<file path="src/rtl/cobs_axis_decoder.sv">
// COBS decoder: 8-bit encoded AXI-Stream in, M_DATA_WIDTH-bit little-endian words out.
// The newest complete word is held back until the next byte reveals whether it ends the frame.
module cobs_axis_decoder #(
   parameter int unsigned M_DATA_WIDTH = 16
) (
   input  logic                    clk,
   input  logic                    rst_n,
   input  logic [7:0]              s_axis_tdata,
   input  logic                    s_axis_tvalid,
   output logic                    s_axis_tready,
   output logic [M_DATA_WIDTH-1:0] m_axis_tdata,
   output logic                    m_axis_tvalid,
   input  logic                    m_axis_tready,
   output logic                    m_axis_tlast,
   output logic                    m_axis_tuser,
   output logic                    frame_error
);

   localparam int unsigned LANES = M_DATA_WIDTH / 8;
   localparam int unsigned LW = (LANES > 1) ? $clog2(LANES) : 1;
   localparam logic [LW-1:0] LAST_LANE = LW'(LANES - 1);

   typedef enum logic [1:0] {StIdle, StData, StCode} state_e;

   state_e                  r_state, w_state_nxt;
   logic [7:0]              r_remaining, w_remaining_nxt;
   logic                    r_zero_pend, w_zero_pend_nxt;
   logic [LW-1:0]           r_lane, w_lane_nxt;
   logic [M_DATA_WIDTH-1:0] r_asm, w_asm_nxt;
   logic [M_DATA_WIDTH-1:0] r_pend, w_pend_nxt;
   logic                    r_pend_valid, w_pend_valid_nxt;
   logic                    r_rdy;
   logic [M_DATA_WIDTH-1:0] r_m_tdata;
   logic                    r_m_tvalid, r_m_tlast, r_m_tuser, r_frame_error;

   logic                    w_acc, w_emit, w_reload, w_err, w_push, w_push_last, w_push_user;
   logic [7:0]              w_emit_byte;
   logic [M_DATA_WIDTH-1:0] w_push_data;

   assign w_acc = s_axis_tvalid & s_axis_tready;

   always_ff @(posedge clk or negedge rst_n) begin
      if (!rst_n) begin
         r_state       <= StIdle;
         r_remaining   <= '0;
         r_zero_pend   <= 1'b0;
         r_lane        <= '0;
         r_asm         <= '0;
         r_pend        <= '0;
         r_pend_valid  <= 1'b0;
         r_rdy         <= 1'b0;
         r_m_tdata     <= '0;
         r_m_tvalid    <= 1'b0;
         r_m_tlast     <= 1'b0;
         r_m_tuser     <= 1'b0;
         r_frame_error <= 1'b0;
      end else begin
         r_state       <= w_state_nxt;
         r_remaining   <= w_remaining_nxt;
         r_zero_pend   <= w_zero_pend_nxt;
         r_lane        <= w_lane_nxt;
         r_asm         <= w_asm_nxt;
         r_pend        <= w_pend_nxt;
         r_pend_valid  <= w_pend_valid_nxt;
         r_rdy         <= 1'b1;
         r_frame_error <= w_err;
         if (w_push) begin
            r_m_tdata  <= w_push_data;
            r_m_tvalid <= 1'b1;
            r_m_tlast  <= w_push_last;
            r_m_tuser  <= w_push_user;
         end else if (m_axis_tready) begin
            r_m_tvalid <= 1'b0;
         end
      end
   end

   always_comb begin
      w_state_nxt      = r_state;
      w_remaining_nxt  = r_remaining;
      w_zero_pend_nxt  = r_zero_pend;
      w_lane_nxt       = r_lane;
      w_asm_nxt        = r_asm;
      w_pend_nxt       = r_pend;
      w_pend_valid_nxt = r_pend_valid;
      w_emit           = 1'b0;
      w_emit_byte      = 8'h00;
      w_reload         = 1'b0;
      w_err            = 1'b0;
      w_push           = 1'b0;
      w_push_data      = r_pend;
      w_push_last      = 1'b0;
      w_push_user      = 1'b0;

      if (w_acc) begin
         unique case (r_state)
            StIdle: w_reload = (s_axis_tdata != 8'h00);
            StData: begin
               if (s_axis_tdata != 8'h00) begin
                  w_emit          = 1'b1;
                  w_emit_byte     = s_axis_tdata;
                  w_remaining_nxt = r_remaining - 8'd1;
                  if (r_remaining == 8'd1) w_state_nxt = StCode;
               end else begin
                  w_err = 1'b1;
               end
            end
            StCode: begin
               if (s_axis_tdata == 8'h00) begin
                  if (r_lane != '0) begin
                     w_err = 1'b1;
                  end else begin
                     w_push      = r_pend_valid;
                     w_push_last = 1'b1;
                     w_pend_valid_nxt = 1'b0;
                     w_state_nxt = StIdle;
                  end
               end else begin
                  w_emit   = r_zero_pend;
                  w_reload = 1'b1;
               end
            end
            default: w_state_nxt = StIdle;
         endcase
      end

      if (w_reload) begin
         w_remaining_nxt = s_axis_tdata - 8'd1;
         w_zero_pend_nxt = (s_axis_tdata != 8'hFF);
         w_state_nxt     = (s_axis_tdata == 8'h01) ? StCode : StData;
      end

      if (w_err) begin
         w_push           = r_pend_valid;
         w_push_last      = 1'b1;
         w_push_user      = 1'b1;
         w_lane_nxt       = '0;
         w_pend_valid_nxt = 1'b0;
         w_state_nxt      = StIdle;
      end

      if (w_emit) begin
         w_asm_nxt[int'(r_lane) * 8 +: 8] = w_emit_byte;
         if (r_lane == LAST_LANE) begin
            // Displaced pending word cannot be the last of the frame.
            w_push           = r_pend_valid;
            w_push_last      = 1'b0;
            w_pend_nxt       = w_asm_nxt;
            w_pend_valid_nxt = 1'b1;
            w_lane_nxt       = '0;
         end else begin
            w_lane_nxt = r_lane + LW'(1);
         end
      end
   end

   always_comb begin
      s_axis_tready = r_rdy & (~r_m_tvalid | m_axis_tready);
      m_axis_tdata  = r_m_tdata;
      m_axis_tvalid = r_m_tvalid;
      m_axis_tlast  = r_m_tlast;
      m_axis_tuser  = r_m_tuser;
      frame_error   = r_frame_error;
   end

endmodule

</file>
<file path="config.mk">
export PLATFORM = sky130hd
export DESIGN_NAME = cobs_axis_decoder
export DESIGN_NICKNAME = d
export VERILOG_FILES = /design/src/rtl/cobs_axis_decoder.sv
export SDC_FILE = /design/constraint.sdc
export NUM_CORES = 1
export LEC_CHECK = 0
export ABC_CLOCK_PERIOD_IN_PS = 2800
export BUFFER_PORTS_ARGS = -buffer_cell sky130_fd_sc_hd__buf_4
export CORE_MARGIN = 3
export CORE_UTILIZATION = 57
export CTS_BUF_LIST = sky130_fd_sc_hd__clkbuf_4 sky130_fd_sc_hd__clkbuf_8 sky130_fd_sc_hd__clkbuf_16
export DETAILED_ROUTE_END_ITERATION = 7
export GPL_TIMING_DRIVEN = 0
export MAX_ROUTING_LAYER = met4
export PLACE_DENSITY = 0.86
export SLEW_MARGIN = 15
export SYNTH_ARGS = -nofsm -noshare
export SYNTH_HDL_FRONTEND = slang
export SYNTH_SLANG_ARGS = --single-unit
export TNS_END_PERCENT = 1
</file>
<file path="constraint.sdc">
create_clock -name clk -period 2.8 [get_ports clk]
set_clock_uncertainty 0.1 [all_clocks]
set_input_delay 0.84 -clock clk [delete_from_list [all_inputs] [get_ports clk]]
set_output_delay 0.84 -clock clk [all_outputs]
set_load 0.02 [all_outputs]
</file>
==> impl_table.tex, run 1 <==
\begin{tabular}{lr}
\hline
Metric & Value \\
\hline
\multicolumn{2}{l}{\textbf{Outcome}} \\
\quad Run status & complete, no violations \\
\multicolumn{2}{l}{\textbf{Placed design}} \\
\quad Count of input and output buffers & 27 \\
\quad RePlAce Congestion & 0.883 \\
\quad DP Worst Slack & -0.324 ns \\
\quad Sum of net half-perimeters after detailed placement & 4140 µm \\
\quad Cell count after placement & 363 \\
\quad Total cell area at the placement stage & 0.00310 mm² \\
\multicolumn{2}{l}{\textbf{Worst setup path}} \\
\quad Worst Setup Start Kind & input pin \\
\quad Type of element capturing the critical path & register \\
\quad Worst EP arrival & 2.79 ns \\
\quad Highest fanout seen on the critical path & 10 \\
\quad Type of the worst setup path & in2reg \\
\quad List of cells traversed by the critical path & buf\_4 > inv\_1 > ha\_2 > nor3b\_4 > a21oi\_1 > and2\_4 > o21ai\_4 > buf\_12 > mux2\_4 \\
\quad Critical Path RT & 2.92 ns \\
\quad Critical path's slowest cell & sky130\_fd\_sc\_hd\_\_o21ai\_4 \\
\quad Delay of the slowest cell on the worst path & 0.35 ns \\
\multicolumn{2}{l}{\textbf{Run}} \\
\quad MaxCap Viol Count & 0 \\
\multicolumn{2}{l}{\textbf{Clock network}} \\
\quad Number of sinks on the clock net & 58 \\
\quad Clock Root Buffer & sky130\_fd\_sc\_hd\_\_clkbuf\_8 \\
\quad Clock transition at the register clock pins on the worst setup and hold paths after CTS & 0.06 ns \\
\quad Worst-Skew Late Latency & 0.34 ns \\
\quad Number of setup buffers added after CTS & 0 \\
\quad Level count of the clock H-tree & 3 \\
\quad Clk buf depth & 2 \\
\quad Resized Gates After CTS & 0 \\
\quad Hold bufs inserted after CTS & 0 \\
\quad Total CTS buffers & 9 \\
\quad CTS tree & yes \\
\multicolumn{2}{l}{\textbf{Floorplanning}} \\
\quad Die width & 76.3 µm \\
\quad Floorplan die area & 0.00582 mm² \\
\quad Initial core utilization & 61.7\% \\
\quad Number of core rows & 24 \\
\quad Placeable core region & 0.00456 mm² \\
\quad Die Span Y & 76.3 µm \\
\quad Number of primary I/O pins & 33 \\
\multicolumn{2}{l}{\textbf{Power and ir drop}} \\
\quad Switching power & 913 µW \\
\quad Switching share of power & 32.3\% \\
\quad Power share of the combinational group & 28.1\% \\
\quad Internal power & 1910 µW \\
\quad Power share of the clock group & 31.2\% \\
\quad Power per standard cell area & 846 mW/mm² \\
\quad Sequential group share of total power & 40.7\% \\
\quad Leakage dissipation & 0.00166 µW \\
\quad Max VDD drop & 0.466 mV \\
\multicolumn{2}{l}{\textbf{Final layout}} \\
\quad Final Instance Area & 0.00334 mm² \\
\quad Fin nets & 329 \\
\quad Non-filler instance count after layout & 377 \\
\quad Number of fillers in the final layout & 316 \\
\quad Area growth from synthesis to final layout & 18.6\% \\
\quad Ratio of cells with drive above 1 in the final layout & 23.1\% \\
\quad Diodes inserted & 0 \\
\quad Reg area & 0.00145 mm² \\
\quad Area used by multi-input combinational logic & 0.00125 mm² \\
\multicolumn{2}{l}{\textbf{Logic synthesis}} \\
\quad Dominant combinational cell family by area after synthesis & simple AND/OR/NAND/NOR gates \\
\quad Number of unique standard cell types used by synthesis & 41 \\
\quad Fraction of synthesis flops using an asynchronous set or reset pin & 100\% \\
\quad Mean cell area of the mapped netlist & 10.4 µm² \\
\quad Post-synthesis net count & 291 \\
\quad Count of synthesis-stage warnings from yosys & 0 \\
\quad Post-synthesis instance area & 0.00282 mm² \\
\quad Ranking of synthesized cells by area & sky130\_fd\_sc\_hd\_\_dfrtp\_1, sky130\_fd\_sc\_hd\_\_nand2\_1, sky130\_fd\_sc\_hd\_\_mux2\_4 \\
\quad Fraction of synthesized cell area taken by the top area cell type & 51.5\% \\
\quad Synthesized instance count & 271 \\
\quad Adder-cell area share of the yosys netlist & 3.55\% \\
\quad Number of enable-type register cells in the synthesized netlist & 0 \\
\quad FF+latch count, synth & 58 \\
\quad Cell with the most instances after synthesis & sky130\_fd\_sc\_hd\_\_dfrtp\_1 \\
\quad Commonest cells in the netlist & sky130\_fd\_sc\_hd\_\_dfrtp\_1, sky130\_fd\_sc\_hd\_\_nand2\_1, sky130\_fd\_sc\_hd\_\_o21ai\_0 \\
\quad Post-synthesis mux area share & 7.46\% \\
\quad Parity-gate share of the synthesized area counting xor and xnor cells & 4.04\% \\
\quad Compound-gate portion of the synthesized area & 11.6\% \\
\quad Share of synthesized area occupied by flip-flops and latches & 51.5\% \\
\quad Leading register cell type out of synthesis & sky130\_fd\_sc\_hd\_\_dfrtp\_1 \\
\quad Post-synthesis share of cell area spent on and, or, nand and nor gates & 17.2\% \\
\quad Cell type with the largest total area after synthesis & sky130\_fd\_sc\_hd\_\_dfrtp\_1 \\
\multicolumn{2}{l}{\textbf{STA}} \\
\quad Max frequency & 375 MHz \\
\quad Endpoints failing hold & 0 \\
\quad Total negative setup slack & 0 ns \\
\quad Shortest period the worst path allows & 2.67 ns \\
\quad Setup repair after global routing missed its margin & false \\
\quad Headroom to the max-slew limit & 47.3\% \\
\quad Crit share post-route & 95.3\% \\
\quad Setup ws final & 0.131 ns \\
\quad Worst slew pin tran & 0.785 ns \\
\quad Final Setup Violations & 0 \\
\quad Final max-slew violation count & 0 \\
\multicolumn{2}{l}{\textbf{Global route}} \\
\quad GRT Resource Usage Total & 23.0\% \\
\quad Largest net degree at the start of global routing & 59 \\
\quad Global route total overflow & 0 \\
\quad Number of global-route vias before repair & 2162 \\
\quad Antenna violations before repair & 0 \\
\quad Wire length of the first global-routing pass & 10300 µm \\
\multicolumn{2}{l}{\textbf{Detailed routing}} \\
\quad Drt via density & 5.66 \\
\quad Routed via count & 2133 \\
\quad Length of the first detailed-routing pass in iterations & 4 \\
\quad DR iter-0 viols & 161 \\
\quad WL/cell & 15.7 µm \\
\quad Total detailed-routing wirelength & 5930 µm \\
\quad Final ANT Viol Nets & 0 \\
\quad Number of design rule violations left after detail routing & 0 \\
\multicolumn{2}{l}{\textbf{Min path}} \\
\quad Path type of the worst min-delay path & reg2reg \\
\hline
\end{tabular}
==> worst max-delay path, delay by kind of cell <==
kind	cells	cell delay, ns
and+or+nand+nor	2	0.50
AOI/OAI and AO/OA	2	0.50
buffers and inverters	3	0.44
muxes	1	0.30
adders and majority gates	1	0.22
==> layer usage <==
metal / track usage, % / vias up / part of all wire (%)
met2: 36.6 / 66 / 49
li1: - / 1004 / -
met4: 10.9 / 0 / 2.5
met5: - / - / 0
met3: 5.20 / 12 / 4.6
met1: 28.0 / 1051 / 44
==> final cells by class <==
type	instances	share of cell area (%)
timing repair buffer	27	6.07
multi-input combinational	186	37.3
buffer	15	2.62
sequential	58	43.4
clock inverter	2	1.80
clock buffer	12	4.94
tap	65	2.43
inverter	12	1.35
==> cells by family after synthesis <==
group	Yosys count
buffers and inverters	27
AOI/OAI and AO/OA	48
and+or+nand+nor	100
adders and majority gates	8
xor gates and xnor gates	13
other	1
muxes	16
DFF	58
==> final timing paths <==
kind	start	end	slack [ns]	depth (start not counted)
max reg2reg	r_state[1]	r_remaining[6]	0.41	8
max in group asynchronous	rst_n	m_axis_tdata[5]	1.67	1
min	r_asm[3]	r_pend[3]	0.37	2
min reg2reg	r_asm[3]	r_pend[3]	0.37	2
max	s_axis_tdata[0]	m_axis_tdata[6]	0.13	9
min in group asynchronous	rst_n	m_axis_tdata[14]	0.44	1
==> registers in the layout (all words and copies together), names as in the netlist, 2 cells and up <==
name,flops
r_asm,8
m_axis_tdata,16
r_state,2
r_remaining,8
r_pend,16
==> per-stage QoR <==
step / hold WS (ns) / util (%) / total power, µW
floorplan: 0.339 / - / 1700
global placement: 0.352 / 67.9 / 1900
detailed placement: 0.356 / 67.9 / 1940
CTS: 0.374 / 72.9 / 2820
global route: 0.384 / 73.2 / 2980
finish: 0.371 / 73.2 / 2830
==> power by group through the flow <==
| stage | clock network, µW | registers [µW] | logic (µW) |
|---|---|---|---|
| finish | 881 | 1150 | 794 |
| global placement | 0 | 1150 | 748 |
| global route | 925 | 1170 | 879 |
| CTS | 889 | 1150 | 785 |
| detailed placement | 0 | 1160 | 781 |
| floorplan | 0 | 1180 | 515 |
==> layout by cell type (no fill, tap or decap), types with 3 or more instances in the layout <==
cell type / instances
sky130_fd_sc_hd__clkbuf_8: 12
sky130_fd_sc_hd__inv_1: 12
sky130_fd_sc_hd__ha_1: 7
sky130_fd_sc_hd__a21oi_1: 14
sky130_fd_sc_hd__nor3_1: 8
sky130_fd_sc_hd__o21ai_0: 15
sky130_fd_sc_hd__clkbuf_1: 7
sky130_fd_sc_hd__buf_2: 5
sky130_fd_sc_hd__buf_4: 27
sky130_fd_sc_hd__mux2_4: 8
sky130_fd_sc_hd__nand2_1: 47
sky130_fd_sc_hd__dfrtp_1: 58
sky130_fd_sc_hd__nor4_1: 4
sky130_fd_sc_hd__a21o_1: 3
sky130_fd_sc_hd__nand4_1: 6
sky130_fd_sc_hd__mux2_2: 8
sky130_fd_sc_hd__nor2_1: 14
sky130_fd_sc_hd__xor2_1: 11
sky130_fd_sc_hd__a22o_1: 8
sky130_fd_sc_hd__nand3_1: 7
Note: power is estimated with default switching activity, not from simulation.
==> run 2, diff against run 1 <==
==> config.mk (replaced) <==
export PLATFORM = sky130hd
export DESIGN_NAME = cobs_axis_decoder
export DESIGN_NICKNAME = d
export VERILOG_FILES = /design/src/rtl/cobs_axis_decoder.sv
export SDC_FILE = /design/constraint.sdc
export NUM_CORES = 1
export LEC_CHECK = 0
export ABC_AREA = 1
export ABC_CLOCK_PERIOD_IN_PS = 2800
export BUFFER_PORTS_ARGS = -buffer_cell sky130_fd_sc_hd__buf_4
export CORE_MARGIN = 3
export CORE_UTILIZATION = 58
export CTS_BUF_LIST = sky130_fd_sc_hd__clkbuf_4 sky130_fd_sc_hd__clkbuf_8 sky130_fd_sc_hd__clkbuf_16
export DETAILED_ROUTE_END_ITERATION = 7
export GPL_TIMING_DRIVEN = 0
export MAX_ROUTING_LAYER = met4
export PLACE_DENSITY = 0.87
export SLEW_MARGIN = 15
export SYNTH_ARGS = -nofsm -noshare
export SYNTH_HDL_FRONTEND = slang
export SYNTH_SLANG_ARGS = --single-unit
export TNS_END_PERCENT = 5
==> run 2 against run 1 <==
Net effect: final area increased by 5.7%; count of clock-buffer cells in the layout increased by 1; non-clock buffer count down 1; synthesized cell count up 32%.
==> impl_table.tex, run 2 <==
\begin{tabular}{lr}
\hline
Metric & Value \\
\hline
\multicolumn{2}{l}{\textbf{Worst setup path}} \\
\quad Critical path endpoint & r\_remaining[3] \\
\quad Delay of the slowest cell on the worst path & 0.24 ns \\
\quad Critical path's slowest cell & sky130\_fd\_sc\_hd\_\_ha\_1 \\
\quad Worst r2r src & r\_state[1] \\
\quad End of the worst register-to-register path & m\_axis\_tdata[0] \\
\quad Highest fanout seen on the critical path & 10 \\
\quad Critical Path Stages & 11 \\
\quad Type of element capturing the critical path & register \\
\quad Launch point of the critical path & s\_axis\_tdata[1] \\
\quad CP top delay family & simple AND/OR/NAND/NOR gates \\
\quad Count of buffer and inverter cells on the critical path & 3 \\
\quad Register-to-register setup slack & 0.76 ns \\
\quad Critical path's most frequent cell & sky130\_fd\_sc\_hd\_\_nand2\_1 \\
\quad Cell depth of the worst flop-to-flop path & 11 \\
\quad Type of the worst setup path & in2reg \\
\quad List of cells traversed by the critical path & buf\_4 > inv\_1 > ha\_1 > nand2\_1 > nor2\_1 > nand2\_1 > nand3\_2 > buf\_2 > o21ai\_0 > nand3\_1 > nand2\_1 \\
\quad Worst Setup Start Kind & input pin \\
\quad Critical Path RT & 2.91 ns \\
\quad Worst EP arrival & 2.45 ns \\
\multicolumn{2}{l}{\textbf{STA}} \\
\quad Max frequency & 429 MHz \\
\quad Headroom to the max-slew limit & 53.4\% \\
\quad Setup ws final & 0.468 ns \\
\quad Final Setup Violations & 0 \\
\quad Shortest period the worst path allows & 2.33 ns \\
\quad Worst slew pin tran & 0.698 ns \\
\quad Endpoints failing hold & 0 \\
\quad Crit share post-route & 83.3\% \\
\quad Final max-slew violation count & 0 \\
\quad Setup repair after global routing missed its margin & false \\
\quad Total negative setup slack & 0 ns \\
\multicolumn{2}{l}{\textbf{Logic synthesis}} \\
\quad Ranking of synthesized cells by area & sky130\_fd\_sc\_hd\_\_dfrtp\_1, sky130\_fd\_sc\_hd\_\_nand2\_1, sky130\_fd\_sc\_hd\_\_inv\_1 \\
\quad Post-synthesis net count & 379 \\
\quad FF+latch count, synth & 58 \\
\quad Synthesized instance count & 359 \\
\quad Mean cell area of the mapped netlist & 8.30 µm² \\
\quad Share of synthesized area occupied by flip-flops and latches & 48.7\% \\
\quad Fraction of synthesized cell area taken by the top area cell type & 48.7\% \\
\quad Fraction of synthesis flops using an asynchronous set or reset pin & 100\% \\
\quad Number of enable-type register cells in the synthesized netlist & 0 \\
\quad Count of synthesis-stage warnings from yosys & 0 \\
\quad Commonest cells in the netlist & sky130\_fd\_sc\_hd\_\_nand2\_1, sky130\_fd\_sc\_hd\_\_dfrtp\_1, sky130\_fd\_sc\_hd\_\_inv\_1 \\
\quad Post-synthesis instance area & 0.00298 mm² \\
\quad Leading register cell type out of synthesis & sky130\_fd\_sc\_hd\_\_dfrtp\_1 \\
\quad Cell with the most instances after synthesis & sky130\_fd\_sc\_hd\_\_nand2\_1 \\
\quad Number of unique standard cell types used by synthesis & 32 \\
\quad Cell type with the largest total area after synthesis & sky130\_fd\_sc\_hd\_\_dfrtp\_1 \\
\multicolumn{2}{l}{\textbf{Clock network}} \\
\quad Worst-Skew Late Latency & 0.33 ns \\
\quad CTS tree & yes \\
\quad Hold bufs inserted after CTS & 0 \\
\quad Total CTS buffers & 9 \\
\quad Clk buf depth & 2 \\
\quad Clock Root Buffer & sky130\_fd\_sc\_hd\_\_clkbuf\_8 \\
\quad Number of sinks on the clock net & 58 \\
\quad Resized Gates After CTS & 0 \\
\quad Number of setup buffers added after CTS & 0 \\
\quad Level count of the clock H-tree & 3 \\
\quad Clock transition at the register clock pins on the worst setup and hold paths after CTS & 0.06 ns \\
\multicolumn{2}{l}{\textbf{Detailed routing}} \\
\quad Routed via count & 2467 \\
\quad DR iter-0 viols & 142 \\
\quad Number of design rule violations left after detail routing & 0 \\
\quad Final ANT Viol Nets & 0 \\
\quad WL/cell & 12.8 µm \\
\quad Drt via density & 5.22 \\
\quad Length of the first detailed-routing pass in iterations & 4 \\
\quad Total detailed-routing wirelength & 6060 µm \\
\multicolumn{2}{l}{\textbf{Global route}} \\
\quad Most used routing layer & met2 \\
\quad Antenna violations before repair & 0 \\
\quad Largest net degree at the start of global routing & 59 \\
\quad Number of global-route vias before repair & 2468 \\
\quad Met2 usage in global routing & 38.3\% \\
\quad GRT met1 Usage & 27.9\% \\
\quad Wire length of the first global-routing pass & 10900 µm \\
\quad GRT Resource Usage Total & 23.5\% \\
\quad Global route total overflow & 0 \\
\quad Met3 global-route usage & 5.34\% \\
\multicolumn{2}{l}{\textbf{Floorplanning}} \\
\quad Initial core utilization & 61.4\% \\
\quad Number of core rows & 25 \\
\quad Die width & 77.7 µm \\
\quad Die Span Y & 77.7 µm \\
\quad Number of primary I/O pins & 33 \\
\quad Placeable core region & 0.00485 mm² \\
\quad Floorplan die area & 0.00603 mm² \\
\multicolumn{2}{l}{\textbf{Final layout}} \\
\quad Ratio of cells with drive above 1 in the final layout & 20.2\% \\
\quad Most frequent cells in the layout & sky130\_fd\_sc\_hd\_\_nand2\_1, sky130\_fd\_sc\_hd\_\_dfrtp\_1, sky130\_fd\_sc\_hd\_\_inv\_1 \\
\quad Final Util & 72.8\% \\
\quad Area growth from synthesis to final layout & 18.5\% \\
\quad Fin nets & 422 \\
\quad Most common cell after layout, fill and taps aside & sky130\_fd\_sc\_hd\_\_nand2\_1 \\
\quad Diodes inserted & 0 \\
\quad Non-filler instance count after layout & 473 \\
\quad Final Instance Area & 0.00353 mm² \\
\multicolumn{2}{l}{\textbf{Placed design}} \\
\quad Cell count after placement & 458 \\
\quad DP Worst Slack & 0.155 ns \\
\quad Count of input and output buffers & 32 \\
\quad RePlAce Congestion & 0.951 \\
\quad Total cell area at the placement stage & 0.00330 mm² \\
\quad Sum of net half-perimeters after detailed placement & 4420 µm \\
\multicolumn{2}{l}{\textbf{Power and ir drop}} \\
\quad Max VDD drop & 0.450 mV \\
\quad Leakage dissipation & 0.00194 µW \\
\quad Power per standard cell area & 939 mW/mm² \\
\multicolumn{2}{l}{\textbf{Min path}} \\
\quad Path type of the worst min-delay path & reg2reg \\
\multicolumn{2}{l}{\textbf{Run}} \\
\quad MaxCap Viol Count & 0 \\
\multicolumn{2}{l}{\textbf{Outcome}} \\
\quad Run status & complete, no violations \\
\hline
\end{tabular}
[run 2: cell types whose count changed after synthesis, sizes merged, moves of 6 or more]
| cell | delta |
|---|---|
| nand3 | +32 |
| mux2 | -16 |
| xor2 | -6 |
| clkbuf | -8 |
| inv | +32 |
| nor2 | +13 |
| o21ai | +11 |
| nand2 | +68 |
| a22o | -8 |
[run 2: layer usage]
metal  up-vias  share of wire, %
met2        65                50
met5         -                 0
met3        16               4.2
li1       1220                 -
met1      1166                43
met4         0               2.4
[run 2: worst reg2reg max path, cell delays in order, from the launching register on]
cell                      delay [ns]
sky130_fd_sc_hd__dfrtp_1        0.39
sky130_fd_sc_hd__inv_1          0.08
sky130_fd_sc_hd__ha_1           0.20
sky130_fd_sc_hd__inv_1          0.15
sky130_fd_sc_hd__a21oi_2        0.23
sky130_fd_sc_hd__nand2_4        0.10
sky130_fd_sc_hd__nor2_8         0.18
sky130_fd_sc_hd__nand2_4        0.09
sky130_fd_sc_hd__buf_6          0.15
sky130_fd_sc_hd__buf_8          0.15
sky130_fd_sc_hd__nand3_2        0.05
sky130_fd_sc_hd__nand2_1        0.05
[run 2: report_power, final]
part           internal (µW)  switching, µW
registers               1140            178
logic                    438            683
clock network            565            314
total                   2140           1170
[run 2: worst min path at each step]
stage / startpoint / to / slack, ns / depth (start not counted)
2_1_floorplan: r_pend[13] / r_pend[13] / 0.34 / 2
3_3_place_gp: r_pend[8] / m_axis_tdata[8] / 0.36 / 2
3_5_place_dp: r_pend[11] / m_axis_tdata[11] / 0.36 / 2
4_1_cts: r_pend[11] / m_axis_tdata[11] / 0.37 / 2
5_1_grt: r_pend[12] / m_axis_tdata[12] / 0.40 / 2
6_report: r_pend[11] / m_axis_tdata[11] / 0.37 / 2
[run 2: cells by family after synthesis]
| logic type | share of synthesized area (%) |
|---|---|
| flops | 48.7 |
| compound gates | 7.22 |
| fa+ha+maj | 3.36 |
| simple gates | 30.9 |
| other cells | 0.126 |
| buf+inv | 7.90 |
| xor+xnor | 1.76 |
[run 2: final cells by class]
class	instances	area [µm²]
flip-flops and latches	58	1450
fillers	354	1320
multi-input cells	248	1290
repair buffers	32	240
clock buffers	13	166
inverters	44	165
well taps	67	83.8
plain buffers	9	70.1
clock inverters	2	60.1
[run 2: per-stage QoR]
stage | total power (µW) | hold WS (ns)
floorplan | 2110 | 0.342
global placement | 2390 | 0.356
detailed placement | 2450 | 0.356
CTS | 3340 | 0.374
global route | 3580 | 0.395
finish | 3310 | 0.370
==> run 3, diff against run 2 <==
--- a/config.mk
+++ b/config.mk
@@ -6,7 +6,7 @@
 export NUM_CORES = 1
 export LEC_CHECK = 0
 export ABC_AREA = 1
-export ABC_CLOCK_PERIOD_IN_PS = 2800
+export ABC_CLOCK_PERIOD_IN_PS = 2420
 export BUFFER_PORTS_ARGS = -buffer_cell sky130_fd_sc_hd__buf_4
 export CORE_MARGIN = 3
 export CORE_UTILIZATION = 58
==> constraint.sdc (replaced) <==
create_clock -name clk -period 2.42 [get_ports clk]
set_clock_uncertainty 0.1 [all_clocks]
set_input_delay 0.726 -clock clk [delete_from_list [all_inputs] [get_ports clk]]
set_output_delay 0.726 -clock clk [all_outputs]
set_load 0.02 [all_outputs]
==> run 3 against run 2 <==
Net effect: global-route usage unchanged; cell count unchanged; die area unchanged; flip-flop and latch count unchanged; largest cell class unchanged; largest power group unchanged.
==> impl_table.tex, run 3 (same netlist as run 2, synthesis figures left out) <==
\begin{tabular}{lr}
\hline
Metric & Value \\
\hline
\multicolumn{2}{l}{\textbf{Worst setup path}} \\
\quad Worst Setup Start Kind & input pin \\
\quad List of cells traversed by the critical path & buf\_4 > inv\_1 > ha\_1 > nand2\_2 > nor2\_4 > nand2\_1 > nor2\_2 > nand2\_4 > buf\_4 > nand3\_1 > nand2\_1 \\
\quad Cell depth of the worst flop-to-flop path & 11 \\
\quad Type of element capturing the critical path & register \\
\quad End of the worst register-to-register path & m\_axis\_tdata[0] \\
\quad Type of the worst setup path & in2reg \\
\quad Critical path's slowest cell & sky130\_fd\_sc\_hd\_\_ha\_1 \\
\quad Worst EP arrival & 2.26 ns \\
\quad Delay of the slowest cell on the worst path & 0.24 ns \\
\quad Worst r2r src & r\_state[1] \\
\quad Highest fanout seen on the critical path & 10 \\
\quad Register-to-register setup slack & 0.38 ns \\
\quad Count of buffer and inverter cells on the critical path & 3 \\
\quad CP top delay family & simple AND/OR/NAND/NOR gates \\
\quad Critical Path RT & 2.54 ns \\
\multicolumn{2}{l}{\textbf{STA}} \\
\quad Total negative setup slack & 0 ns \\
\quad Final Setup Violations & 0 \\
\quad Shortest period the worst path allows & 2.14 ns \\
\quad Headroom to the max-slew limit & 53.6\% \\
\quad Setup repair after global routing missed its margin & false \\
\quad Max frequency & 467 MHz \\
\quad Final max-slew violation count & 0 \\
\quad Endpoints failing hold & 0 \\
\quad Crit share post-route & 88.6\% \\
\quad Worst slew pin tran & 0.696 ns \\
\multicolumn{2}{l}{\textbf{Run}} \\
\quad MaxCap Viol Count & 0 \\
\multicolumn{2}{l}{\textbf{Global route}} \\
\quad Wire length of the first global-routing pass & 10900 µm \\
\quad Antenna violations before repair & 0 \\
\quad Number of global-route vias before repair & 2468 \\
\quad Global route total overflow & 0 \\
\quad GRT Resource Usage Total & 23.5\% \\
\quad Largest net degree at the start of global routing & 59 \\
\multicolumn{2}{l}{\textbf{Clock network}} \\
\quad Resized Gates After CTS & 0 \\
\quad Level count of the clock H-tree & 3 \\
\quad Number of setup buffers added after CTS & 0 \\
\quad Number of sinks on the clock net & 58 \\
\quad Hold bufs inserted after CTS & 0 \\
\quad Clock transition at the register clock pins on the worst setup and hold paths after CTS & 0.06 ns \\
\quad CTS tree & yes \\
\quad Total CTS buffers & 9 \\
\quad Clk buf depth & 2 \\
\quad Worst-Skew Late Latency & 0.33 ns \\
\quad Clock Root Buffer & sky130\_fd\_sc\_hd\_\_clkbuf\_8 \\
\multicolumn{2}{l}{\textbf{Power and ir drop}} \\
\quad Power per standard cell area & 1080 mW/mm² \\
\quad Switching share of power & 35.4\% \\
\quad Internal power & 2480 µW \\
\quad Power share of the combinational group & 33.9\% \\
\quad Leakage dissipation & 0.00194 µW \\
\quad Max VDD drop & 0.520 mV \\
\quad Sequential group share of total power & 39.7\% \\
\quad Switching power & 1360 µW \\
\quad Power share of the clock group & 26.5\% \\
\multicolumn{2}{l}{\textbf{Detailed routing}} \\
\quad Drt via density & 5.19 \\
\quad Length of the first detailed-routing pass in iterations & 4 \\
\quad Number of design rule violations left after detail routing & 0 \\
\quad WL/cell & 12.8 µm \\
\quad DR iter-0 viols & 145 \\
\quad Final ANT Viol Nets & 0 \\
\quad Routed via count & 2455 \\
\quad Total detailed-routing wirelength & 6030 µm \\
\multicolumn{2}{l}{\textbf{Final layout}} \\
\quad Ratio of cells with drive above 1 in the final layout & 20.4\% \\
\quad Most frequent cells in the layout & sky130\_fd\_sc\_hd\_\_nand2\_1, sky130\_fd\_sc\_hd\_\_dfrtp\_1, sky130\_fd\_sc\_hd\_\_inv\_1 \\
\quad Most common cell after layout, fill and taps aside & sky130\_fd\_sc\_hd\_\_nand2\_1 \\
\quad Diodes inserted & 0 \\
\quad Area growth from synthesis to final layout & 18.6\% \\
\quad Final Util & 72.9\% \\
\quad Fin nets & 422 \\
\multicolumn{2}{l}{\textbf{Floorplanning}} \\
\quad Placeable core region & 0.00485 mm² \\
\quad Floorplan die area & 0.00603 mm² \\
\quad Die Span Y & 77.7 µm \\
\quad Die width & 77.7 µm \\
\quad Number of primary I/O pins & 33 \\
\quad Number of core rows & 25 \\
\quad Initial core utilization & 61.4\% \\
\multicolumn{2}{l}{\textbf{Placed design}} \\
\quad Count of input and output buffers & 32 \\
\quad RePlAce Congestion & 0.951 \\
\quad Sum of net half-perimeters after detailed placement & 4420 µm \\
\multicolumn{2}{l}{\textbf{Min path}} \\
\quad Path type of the worst min-delay path & in2async \\
\multicolumn{2}{l}{\textbf{Outcome}} \\
\quad Run status & complete, no violations \\
\hline
\end{tabular}
==> run 3: final cells by class <==
cell class	instances	area, µm²
well taps	67	83.8
plain buffers	9	70.1
fillers	353	1320
clock buffers	13	166
inverters	44	165
multi-input cells	248	1290
flip-flops and latches	58	1450
clock inverters	2	60.1
repair buffers	32	240
==> run 3: worst max-delay path by stage <==
stage                                   to  slack, ns  depth (start not counted)       startpoint
after floorplan            m_axis_tdata[0]       0.26                         12  s_axis_tdata[0]
after global placement      r_remaining[2]      -0.09                         11  s_axis_tdata[0]
after detailed placement    r_remaining[6]      -0.11                         11  s_axis_tdata[1]
after CTS                   r_remaining[3]       0.24                         11  s_axis_tdata[1]
after global routing        r_remaining[3]       0.09                         11  s_axis_tdata[1]
final                     m_axis_tdata[14]       0.28                         11  s_axis_tdata[1]
==> run 3: worst reg2reg max path, cell delays in order (launching register included) <==
cell                      delay [ns]
sky130_fd_sc_hd__dfrtp_1        0.39
sky130_fd_sc_hd__inv_1          0.08
sky130_fd_sc_hd__ha_1           0.20
sky130_fd_sc_hd__inv_1          0.15
sky130_fd_sc_hd__a21oi_2        0.23
sky130_fd_sc_hd__nand2_4        0.10
sky130_fd_sc_hd__nor2_8         0.18
sky130_fd_sc_hd__nand2_4        0.09
sky130_fd_sc_hd__buf_6          0.15
sky130_fd_sc_hd__buf_8          0.15
sky130_fd_sc_hd__nand3_2        0.05
sky130_fd_sc_hd__nand2_1        0.05
==> run 3: through the flow <==
| stage | instances | hold slack, ns | instance area (µm²) | power [µW] | worst slack [ns] |
|---|---|---|---|---|---|
| 2_1_floorplan | 359 | 0.330 | 2980 | 2440 | 0.260 |
| 3_3_place_gp | 458 | 0.356 | 3300 | 2760 | -0.0852 |
| 3_5_place_dp | 458 | 0.356 | 3300 | 2830 | -0.111 |
| 4_1_cts | 473 | 0.365 | 3530 | 3860 | 0.238 |
| 5_1_grt | 473 | 0.395 | 3530 | 4140 | 0.0870 |
| 6_report | 473 | 0.345 | 3530 | 3830 | 0.277 |
==> run 3: layer usage <==
metal	wire, µm	GRT usage (%)
met1	2610	27.9
met2	3040	38.3
met3	243	5.34
met4	144	10.7
met5	0	-
==> run 3: power groups by stage <==
stage | Clock [µW] | Combinational, µW | Sequential, µW
after CTS | 1030 | 1310 | 1520
after floorplan | 0 | 843 | 1600
final | 1010 | 1300 | 1520
after global routing | 1090 | 1490 | 1560
after detailed placement | 0 | 1300 | 1530
after global placement | 0 | 1250 | 1510
